**config.mk**
```make
export PLATFORM = sky130hd
export DESIGN_NAME = wb_reg_responder
export DESIGN_NICKNAME = d
export VERILOG_FILES = /design/src/rtl/wb_resp_pkg.sv /design/src/rtl/wb_reg_responder.sv
export SDC_FILE = /design/constraint.sdc
export NUM_CORES = 1
export LEC_CHECK = 0
export CORE_ASPECT_RATIO = 0.9
export CORE_MARGIN = 4
export CORE_UTILIZATION = 38
export DETAILED_ROUTE_END_ITERATION = 7
export HOLD_SLACK_MARGIN = 0.1
export PLACE_DENSITY = 0.74
export SLEW_MARGIN = 20
export SYNTH_ARGS = -nofsm -noshare
export SYNTH_HDL_FRONTEND = slang
export SYNTH_SLANG_ARGS = --single-unit
```
**constraint.sdc**
```tcl
create_clock -name clk_i -period 7.1 [get_ports clk_i]
set_input_delay 1.065 -clock clk_i [delete_from_list [all_inputs] [get_ports clk_i]]
set_output_delay 1.065 -clock clk_i [all_outputs]
set_load 0.01 [all_outputs]
```
**src/rtl/wb_resp_pkg.sv**
```systemverilog
// Shared types, widths and the byte-merge helper for the Wishbone register responder.
package wb_resp_pkg;

    localparam int ADR_W    = 11;
    localparam int DAT_W    = 32;
    localparam int IDX_W    = 9;
    localparam int SEL_W    = DAT_W / 8;
    localparam int MAX_WAIT = 7;

    typedef enum logic [1:0] {
        IDLE,
        WAIT,
        ACK
    } state_t;

    // Replace byte n of oldVal with byte n of newVal wherever sel[n] is set.
    function automatic logic [DAT_W-1:0] byte_merge(
        input logic [DAT_W-1:0] oldVal,
        input logic [DAT_W-1:0] newVal,
        input logic [SEL_W-1:0] sel
    );
        logic [DAT_W-1:0] res;
        res = oldVal;
        for (int n = 0; n < SEL_W; n++) begin
            if (sel[n]) begin
                res[8*n +: 8] = newVal[8*n +: 8];
            end
        end
        return res;
    endfunction

endpackage

```
**src/rtl/wb_reg_responder.sv**
```systemverilog
// Wishbone slave-end responder: byte-writable control registers, one read-only
// status word, configurable wait states and a registered single-cycle ack.
module wb_reg_responder
    import wb_resp_pkg::*;
#(
    parameter int               NREGS       = 8,
    parameter int               WAIT_STATES = 0,
    parameter logic [DAT_W-1:0] RESET_VAL   = 32'h0000_0000
) (
    input  logic                   clk_i,
    input  logic                   rst_n,
    input  logic [DAT_W-1:0]       s_wb_dat_i,
    input  logic [ADR_W-1:0]       s_wb_adr_i,
    input  logic [SEL_W-1:0]       s_wb_sel_i,
    input  logic                   s_wb_we_i,
    input  logic                   s_wb_cyc_i,
    input  logic                   s_wb_stb_i,
    output logic [DAT_W-1:0]       s_wb_dat_o,
    output logic                   s_wb_ack_o,
    output logic [NREGS*DAT_W-1:0] reg_o,
    output logic [NREGS-1:0]       wr_pulse_o,
    output logic [NREGS:0]         rd_pulse_o,
    input  logic [DAT_W-1:0]       sts_i
);

    state_t            r_state;
    state_t            w_next;
    logic              w_req;
    logic              w_enterAck;
    logic [IDX_W-1:0]  r_idx;
    logic              r_we;
    logic [SEL_W-1:0]  r_sel;
    logic [DAT_W-1:0]  r_dat;
    logic [IDX_W-1:0]  w_idx;
    logic              w_we;
    logic [SEL_W-1:0]  w_sel;
    logic [DAT_W-1:0]  w_dat;
    logic [2:0]        r_cnt;
    logic [DAT_W-1:0]  r_regs [NREGS];
    logic              r_ack;
    logic [DAT_W-1:0]  r_rdat;
    logic [NREGS-1:0]  r_wrp;
    logic [NREGS:0]    r_rdp;
    logic              w_unused;

    assign w_req    = s_wb_cyc_i & s_wb_stb_i;
    assign w_unused = ^s_wb_adr_i[1:0];

    // With zero wait states the commit happens on the sampling edge itself,
    // so the live bus fields are used; otherwise the latched copy is.
    assign w_idx = (r_state == IDLE) ? s_wb_adr_i[ADR_W-1:2] : r_idx;
    assign w_we  = (r_state == IDLE) ? s_wb_we_i  : r_we;
    assign w_sel = (r_state == IDLE) ? s_wb_sel_i : r_sel;
    assign w_dat = (r_state == IDLE) ? s_wb_dat_i : r_dat;

    always_comb begin
        w_next     = r_state;
        w_enterAck = 1'b0;
        case (r_state)
            IDLE: begin
                if (w_req) begin
                    if (WAIT_STATES == 0) begin
                        w_next     = ACK;
                        w_enterAck = 1'b1;
                    end else begin
                        w_next = WAIT;
                    end
                end
            end
            WAIT: begin
                if (!s_wb_cyc_i) begin
                    w_next = IDLE;
                end else if (r_cnt == 3'd0) begin
                    w_next     = ACK;
                    w_enterAck = 1'b1;
                end
            end
            ACK:     w_next = IDLE;
            default: w_next = IDLE;
        endcase
    end

    always_ff @(posedge clk_i) begin
        if (!rst_n) begin
            r_state <= IDLE;
            r_idx   <= '0;
            r_we    <= 1'b0;
            r_sel   <= '0;
            r_dat   <= '0;
            r_cnt   <= '0;
        end else begin
            r_state <= w_next;
            if (r_state == IDLE && w_req) begin
                r_idx <= s_wb_adr_i[ADR_W-1:2];
                r_we  <= s_wb_we_i;
                r_sel <= s_wb_sel_i;
                r_dat <= s_wb_dat_i;
                r_cnt <= 3'(WAIT_STATES - 1);
            end else if (r_state == WAIT && r_cnt != 3'd0) begin
                r_cnt <= r_cnt - 3'd1;
            end
        end
    end

    // Register bank and response path; everything here changes only on the
    // edge entering ACK and is cleared again one cycle later.
    always_ff @(posedge clk_i) begin
        if (!rst_n) begin
            for (int i = 0; i < NREGS; i++) begin
                r_regs[i] <= RESET_VAL;
            end
            r_ack  <= 1'b0;
            r_rdat <= '0;
            r_wrp  <= '0;
            r_rdp  <= '0;
        end else begin
            r_ack  <= w_enterAck;
            r_rdat <= '0;
            r_wrp  <= '0;
            r_rdp  <= '0;
            if (w_enterAck) begin
                for (int i = 0; i < NREGS; i++) begin
                    if (w_idx == IDX_W'(i)) begin
                        if (w_we) begin
                            r_regs[i] <= byte_merge(r_regs[i], w_dat, w_sel);
                            r_wrp[i]  <= 1'b1;
                        end else begin
                            r_rdat   <= r_regs[i];
                            r_rdp[i] <= 1'b1;
                        end
                    end
                end
                if (!w_we && w_idx == IDX_W'(NREGS)) begin
                    r_rdat       <= sts_i;
                    r_rdp[NREGS] <= 1'b1;
                end
            end
        end
    end

    for (genvar g = 0; g < NREGS; g++) begin : gRegOut
        assign reg_o[DAT_W*g +: DAT_W] = r_regs[g];
    end

    assign s_wb_ack_o = r_ack;
    assign s_wb_dat_o = r_rdat;
    assign wr_pulse_o = r_wrp;
    assign rd_pulse_o = r_rdp;

endmodule

```
# Word level (Yosys, flattened, before mapping)
# Memories as Yosys holds them, arrays and structs flattened.
# Index checks and enable logic that the tools add are counted.
[totals]
inputBits = 84
mem_bits_rw = 256
wordCells = 296
memories = 1
romBits = 0
output_inout_bits = 306
register_bits = 101
latch_bits = 0
[memory_table]
columns = ["memory", "words", "width", "rd", "rd_ports_with_merged_regs", "wr", "line_no", "source"]
rows = [
  ["r_regs", 8, 32, 8, 0, 8, "wb_reg_responder.sv:39", "logic [DAT_W-1:0] r_regs [NREGS];"],
]
[op_classes]
addsub = 1
n_eq_ne = 11
mul = 0
magnitude_cmp = 0
n_bitwise = 9
n_reduce_logical = 19
n_shift = 0
n_div = 0
mux = 237
[ops]
columns = ["op", "count"]
rows = [
  ["$mux 8", 160],
  ["$mux 32", 28],
  ["$mux 1", 40],
  ["$eq 9x3->1 const B", 4],
  ["$reduce_and 3->1", 8],
  ["$eq 9x2->1 const B", 2],
  ["$eq 9x1->1 const B", 1],
  ["$eq 9x4->1 const B", 1],
  ["$logic_not 9->1", 1],
  ["$mux 9", 1],
  ["$or 1x1->1", 8],
  ["$mux 2", 3],
  ["$mux 3", 2],
  ["$mux 4", 1],
  ["$pmux 2 s2", 1],
  ["$reduce_and 2->1", 2],
  ["$logic_and 1x1->1", 3],
  ["$logic_not 3->1", 1],
  ["$ne 3x3->1 const B", 1],
  ["$reduce_bool 3->1", 1],
  ["$sub 3x1->3 const B", 1],
  ["$eq 2x1->1 const B", 1],
  ["$logic_not 2->1", 1],
  ["$ne 2x2->1 const B", 1],
  ["other kinds (4)", 4],
]

# Longest topological paths before layout
# Gate-level depths: netlist of the first run.
[logic_depth]
word_depth = 21
depth_mapped = 10
ltp_nobuf = 7

# Least setup slack after synthesis of the first run
# OpenSTA, ideal clock, no wires.
[synth_timing]
path_type = "input -> register"
start = "input port s_wb_adr_i[6]"
end = "memory r_regs[2][0] (netlist: r_regs[0][64]), enable pin"
arrival_time_ns = 2.891
cell_stages = 7
required_ns = 6.725
path_slack_ns = 3.834
cell_sequence = "nor4_1 -> a22o_1 -> buf_2 -> buf_2 -> buf_2 -> nand3_1 -> a21oi_1"
[synth_lines]
columns = ["element", "line_no", "source"]
rows = [
  ["from (decl)", "wb_reg_responder.sv:13", "input logic [ADR_W-1:0] s_wb_adr_i,"],
  ["to (decl)", "wb_reg_responder.sv:39", ""],
]

==> flow_metrics.tcl, run 1 <==
set metrics [dict create \
    irDropWorstVdd_mv 0.134 \
    cts_tree "built" \
    setup_viol 0 \
    antenna_found_initial 12 \
    die_y_um 198 \
    critPathSlowestCell "a21oi_1" \
    syn_inst 1367 \
    finalSetupTns_ns 0 \
    violations "design-rule violations" \
    p_leak_nw 7.07 \
    drt_pass1_iterations 8 \
    ff2ff_setup_slack_ns 2.82 \
    cts_buffer_depth 3 \
    final_max_slew_viol_count 0 \
    cts_setup_buffers 0 \
    avgRoutedWirePerCell_um 26.8 \
    root_buffer "clkbuf_16" \
    cts_buffers 39 \
    io_buffers 387 \
    critical_path_peak_fanout 46 \
    grt_setup_unrepaired "false" \
    internal_power_mw 3.82 \
    drt_iter0_drc 1833 \
    place_congestion 0.935 \
    area_delta_synth_final_pct 37.3 \
    reg2regPathDepth 6 \
    ys_warn_count 0 \
    dr_total_vias 13300 \
    final_cell_mix "clkdlybuf4s50_1, nor2_1, edfxtp_1" \
    ys_seq_area_frac 0.634 \
    required_ns 7.24 \
    path_buf_inv 3 \
    max_stage_delay_ns 0.76 \
    drc 13 \
    worst_pin_slew_ns 1.13 \
    synth_edf_count 256 \
    r2r_start "r_state[1]" \
    hold_path_end "r_dat[2]" \
    drive_above_1_share 0.0755 \
    synthDistinctLibCells 63 \
    comb_power_share 0.104 \
    antenna_left 0 \
    grt_pass1_vias 12900 \
    pwr-share-seq 0.477 \
    clkTransAtPathRegs_ns 0.06 \
    crit_path_start_kind "input pin" \
    start_util 0.385 \
    p_per_area_nw_per_um2 241 \
    p_sw_frac 0.240 \
    htree_num_levels 2 \
    placed_cells 2196 \
    synth_ff_type "edfxtp_1" \
    cap_violations 0 \
    crit_arrival_ns 4.62 \
    critPathCaptureType "flop" \
    rr_endpoint "r_regs[1][39]" \
    cp_cell_sequence "clkdlybuf4s50_1 -> nor4_1 -> a22o_2 -> buf_4 -> nand3_2 -> buf_4 -> a21oi_1" \
    grt_pass1_wl_um 86600 \
    period_share 0.631 \
    wl_um 60900 \
    clk_latency_ns 0.53 \
    cts_resized 0 \
    crit_top_cell "buf_4" \
    grt_overflow_total 0 \
    fp.dieW_um 219 \
    finalCriticalPeriod_ns 4.48 \
    hpwl_um 43100 \
    p_sw_mw 1.21 \
    clkPwrFrac 0.419 \
    synth-seq-cells 353 \
    grt_max_degree 71 \
    max_freq_mhz 223 \
    pin_count 390 \
    cp_top_family "buffers and inverters" \
    cts_sinks 353 \
    hold_violations 0 \
    whs_path_depth 2 \
    track_usage 0.270 \
    fin_nets 1789 \
    postCtsHoldBufs 0 \
    slew_headroom 0.247 \
    fin_cells 2270 \
    run_status "complete, but fails checks" \
    ys_async_sr_fraction 0 \
    syn_nets 1451 \
    setup.worst_path.class "in2reg" \
    hold_class "reg2reg" \
    finalClockSkew_ns 0.0207 \
    syn_area_per_cell_um2 11.1 \
    via_per_inst 5.85 \
    worstHoldStart "r_dat[2]" \
    rows 69 \
    dieArea_um2 43300 \
    synth_area_um2 15200 \
    core_um2 39500 \
    final_common_cell "clkdlybuf4s50_1" \
]
-- sequential cells by signal, indices dropped and copies added (netlist names) --
| signal | flops |
|---|---|
| r_regs | 256 |
| r_dat | 32 |
| s_wb_dat_o | 32 |
| r_idx | 9 |
| rd_pulse_o | 9 |
| wr_pulse_o | 8 |
| r_sel | 4 |
| r_state | 1 |
| r_we | 1 |
| s_wb_ack_o | 1 |
-- cells in the mapped netlist, types with 3 or more instances --
master	number	area share
and3_1	10	0.0041
a221oi_1	25	0.014
nor4_1	5	0.0021
buf_1	10	0.0025
o221a_2	3	0.0022
o22ai_1	14	0.0058
nor2b_1	7	0.0029
a222oi_1	22	0.014
clkbuf_1	76	0.019
a22oi_1	15	0.0074
a32o_1	3	0.0020
buf_6	3	0.0022
a21o_1	6	0.0030
a211oi_1	13	0.0064
dfxtp_1	97	0.13
o21a_1	5	0.0025
o21ai_0	18	0.0059
nor3_2	15	0.0099
a22o_1	4	0.0023
inv_1	15	0.0037
o211a_1	20	0.013
o221ai_1	22	0.013
a31oi_1	3	0.0012
nand3_1	11	0.0036
o211ai_1	41	0.020
a21oi_1	122	0.040
and2_1	4	0.0016
nor2_1	278	0.069
edfxtp_1	256	0.51
buf_2	26	0.0086
mux2_2	3	0.0022
mux2i_1	34	0.022
nor3_1	15	0.0049
nand2_1	128	0.032
-- area by class of cell --
type | count | area (µm²)
fill | 3434 | 18600
sequential | 353 | 9630
multi-input combinational | 880 | 5060
timing repair buffer | 416 | 4090
clock buffer | 56 | 1190
tap | 532 | 666
clock inverter | 14 | 153
inverter | 15 | 56.3
antenna | 4 | 10.0
-- worst reg2reg max path, cell delays in order (launching register included) --
cell and delay (ns):
dfxtp_4 1.01, a32o_1 0.31, buf_4 0.35, nand2_1 0.17
or3_1 0.81, buf_4 0.46, a21oi_1 0.78
-- worst max path at each step --
stage | startpoint | endpoint | slack, ns | cells after the start
after global placement | s_wb_adr_i[6] | r_regs[1][37] | 2.28 | 7
final | s_wb_adr_i[6] | r_regs[0][123] | 2.62 | 7
after CTS | s_wb_adr_i[6] | r_regs[0][119] | 2.75 | 7
after floorplan | s_wb_adr_i[6] | r_regs[0][64] | 3.83 | 7
after global routing | s_wb_adr_i[6] | r_regs[0][123] | 2.53 | 7
after detailed placement | s_wb_adr_i[6] | r_regs[1][37] | 2.22 | 7
-- logic make-up (layout without fill, tap and decap cells) --
family,after synthesis,after routing,synth area share
AO/OA/AOI/OAI,351,351,0.164
multiplexers,37,37,0.0246
other,0,4,0
flip-flops,353,353,0.634
buffers and inverters,134,501,0.0377
AND/OR/NAND/NOR,492,492,0.140
-- power groups by stage --
stage	sequential (mW)	clock [mW]	combinational, mW
final	2.40	2.11	0.523
after global placement	2.43	0	0.509
after detailed placement	2.44	0	0.518
after CTS	2.39	2.12	0.520
after floorplan	2.45	0	0.173
after global routing	2.40	2.22	0.551
-- per-layer routing --
layer	up-vias	GRT usage	share of wire
met1	6427	0.338	0.37
met5	-	0	0.0017
met3	189	0.0922	0.13
li1	5758	-	-
met4	16	0.109	0.049
met2	896	0.432	0.45
-- stage by stage --
step | area, µm² | util | setup slack [ns] | power, mW | hold WS (ns)
after CTS | 20800 | 0.528 | 2.75 | 5.03 | 0.454
after floorplan | 15200 | - | 3.83 | 2.62 | 0.436
final | 20900 | 0.529 | 2.62 | 5.03 | 0.453
after global placement | 19500 | 0.494 | 2.28 | 2.94 | 0.441
after detailed placement | 19500 | 0.494 | 2.22 | 2.95 | 0.446
after global routing | 20800 | 0.528 | 2.53 | 5.17 | 0.469
Note: power is estimated with default switching activity, not from simulation.
==> inputs of run 2 (changes only) <==
clock period = 4.2 ns   (was 7.1 ns; I/O delays follow)
==> run 2 against run 1 <==
- the run now ends clean
- wire length increased by 1.8%
- worst hold slack about the same
- sequential share of layout area decreased by 0.85 points
- combinational power increased by 79%
- total power increased by 67%
- largest power group unchanged
- highest routed layer unchanged
==> flow_metrics.tcl, run 2 (synthesized netlist as in run 1, its figures left out) <==
set metrics [dict create \
    pin_count 390 \
    track_usage 0.276 \
    grt_setup_unrepaired "false" \
    fp.dieW_um 219 \
    cp_cell_sequence "or4b_2 -> nand2_1 -> o21a_1 -> nor3_2 -> buf_4 -> o211a_1 -> nor3_1" \
    p_leak_nw 7.31 \
    cts_setup_buffers 0 \
    grt_overflow_total 0 \
    cts_tree "built" \
    worstHoldStart "r_dat[28]" \
    final_common_cell "clkdlybuf4s50_1" \
    cap_violations 0 \
    clk_latency_ns 0.55 \
    setup_ws_ns 0.890 \
    hold_violations 0 \
    p_sw_mw 2.04 \
    cts_buffers 40 \
    via_per_inst 5.78 \
    htree_num_levels 2 \
    reg2regPathDepth 7 \
    comb_power_share 0.112 \
    largest_register_ffs 256 \
    ff2ff_setup_slack_ns 0.89 \
    cp_top_family "simple AND/OR/NAND/NOR gates" \
    drive_above_1_share 0.101 \
    pwr-share-seq 0.483 \
    critPathSlowestCell "nor3_2" \
    final_cell_mix "clkdlybuf4s50_1, nor2_1, edfxtp_1" \
    cts_resized 0 \
    wl_um 62000 \
    critPathCaptureType "flop" \
    area_delta_synth_final_pct 39.8 \
    drt_pass1_iterations 6 \
    worst_pin_slew_ns 0.975 \
    run_status "completed" \
    rows 69 \
    io_buffers 387 \
    clkTransAtPathRegs_ns 0.06 \
    fin_nets 1848 \
    internal_power_mw 6.34 \
    r2r_start "r_state[1]" \
    dieArea_um2 43300 \
    core_um2 39500 \
    regMostFlops "r_regs" \
    cp.depth 7 \
    die_y_um 198 \
    irDropWorstVdd_mv 0.284 \
    critical_path_peak_fanout 51 \
    setup.worst_path.class "reg2reg" \
    hold_path_end "r_dat[28]" \
    postCtsHoldBufs 0 \
    p_per_area_nw_per_um2 394 \
    grt_pass1_vias 13200 \
    place_ws_ns 0.614 \
    fin_cells 2333 \
    whs_path_depth 2 \
    cts_sinks 353 \
    placed_cells 2254 \
    crit_path_start_kind "flop" \
    finalSetupTns_ns 0 \
    fill_cells 3369 \
    setup_viol 0 \
    drc 0 \
    hold_class "reg2reg" \
    max_stage_delay_ns 0.74 \
    crit_arrival_ns 3.75 \
    grt_max_degree 52 \
    clkPwrFrac 0.405 \
    required_ns 4.64 \
    hpwl_um 44700 \
    dr_total_vias 13500 \
    start_util 0.385 \
    finalCriticalPeriod_ns 3.31 \
    multi_input_area_um2 5050 \
    p_sw_frac 0.244 \
    power_mw 8.38 \
    grt_pass1_wl_um 88100 \
    root_buffer "clkbuf_16" \
    path_buf_inv 1 \
    slew_headroom 0.331 \
    seq_area_um2 9630 \
    antenna_left 0 \
    max_freq_mhz 302 \
    period_share 0.788 \
    cts_buffer_depth 3 \
    antenna_found_initial 15 \
    place_congestion 0.937 \
    avgRoutedWirePerCell_um 26.6 \
    rr_endpoint "s_wb_dat_o[7]" \
    drt_iter0_drc 1662 \
    finalClockSkew_ns 0.0163 \
    final_max_slew_viol_count 0 \
]
-- run 2: cell count changes in the layout (fill, tap and decap cells not counted), moves of 2 or more --
cell	before	now
buf_12	0	3
clkinv_1	2	8
buf_4	29	84
clkbuf_8	4	1
clkbuf_1	8	12
clkinv_2	6	4
clkinvlp_4	1	3
clkbuf_16	44	41
-- run 2: stage by stage --
step / util / hold WS [ns] / instance area (µm²)
final: 0.539 / 0.453 / 21200
after global routing: 0.538 / 0.470 / 21200
after CTS: 0.538 / 0.454 / 21200
after detailed placement: 0.506 / 0.446 / 20000
after global placement: 0.506 / 0.441 / 20000
after floorplan: - / 0.436 / 15200
-- run 2: tightest hold or removal path, delay by kind of cell, from the launching register on --
kind             cells  cell delay [ns]
flip-flops           1             0.30
AND/OR/NAND/NOR      1             0.05
AO/OA/AOI/OAI        1             0.05
-- run 2: layout make-up --
cell class / instances / area share
Multi-Input combinational cell: 880 / 0.238
Inverter: 15 / 0.00265
Tap cell: 532 / 0.0313
Sequential cell: 353 / 0.453
Clock inverter: 20 / 0.00848
Timing Repair Buffer: 474 / 0.215
Clock buffer: 54 / 0.0511
Antenna cell: 5 / 0.000589
-- run 2: how the worst max path moves through the flow --
stage / to / slack [ns] / from
final: s_wb_dat_o[7] / 0.89 / r_state[1]
after global routing: s_wb_dat_o[7] / 0.72 / r_state[1]
after CTS: s_wb_dat_o[7] / 0.94 / r_state[1]
after detailed placement: r_regs[1][27] / 0.61 / s_wb_adr_i[6]
after global placement: r_regs[1][27] / 0.67 / s_wb_adr_i[6]
after floorplan: r_regs[0][64] / 1.37 / s_wb_adr_i[6]
-- run 2: routing by layer --
metal / GRT usage / vias up / share of wire
met4: 0.114 / 18 / 0.044
li1: - / 5879 / -
met5: 0 / - / 0.0022
met3: 0.111 / 182 / 0.14
met1: 0.333 / 6491 / 0.36
met2: 0.444 / 925 / 0.46
-- run 2: power groups by stage --
stage / Combinational [mW] / Clock [mW] / Sequential, mW
after floorplan: 0.293 / 0 / 4.14
after global placement: 0.912 / 0 / 4.11
after detailed placement: 0.927 / 0 / 4.12
after CTS: 0.930 / 3.45 / 4.04
after global routing: 0.983 / 3.59 / 4.06
final: 0.936 / 3.40 / 4.05
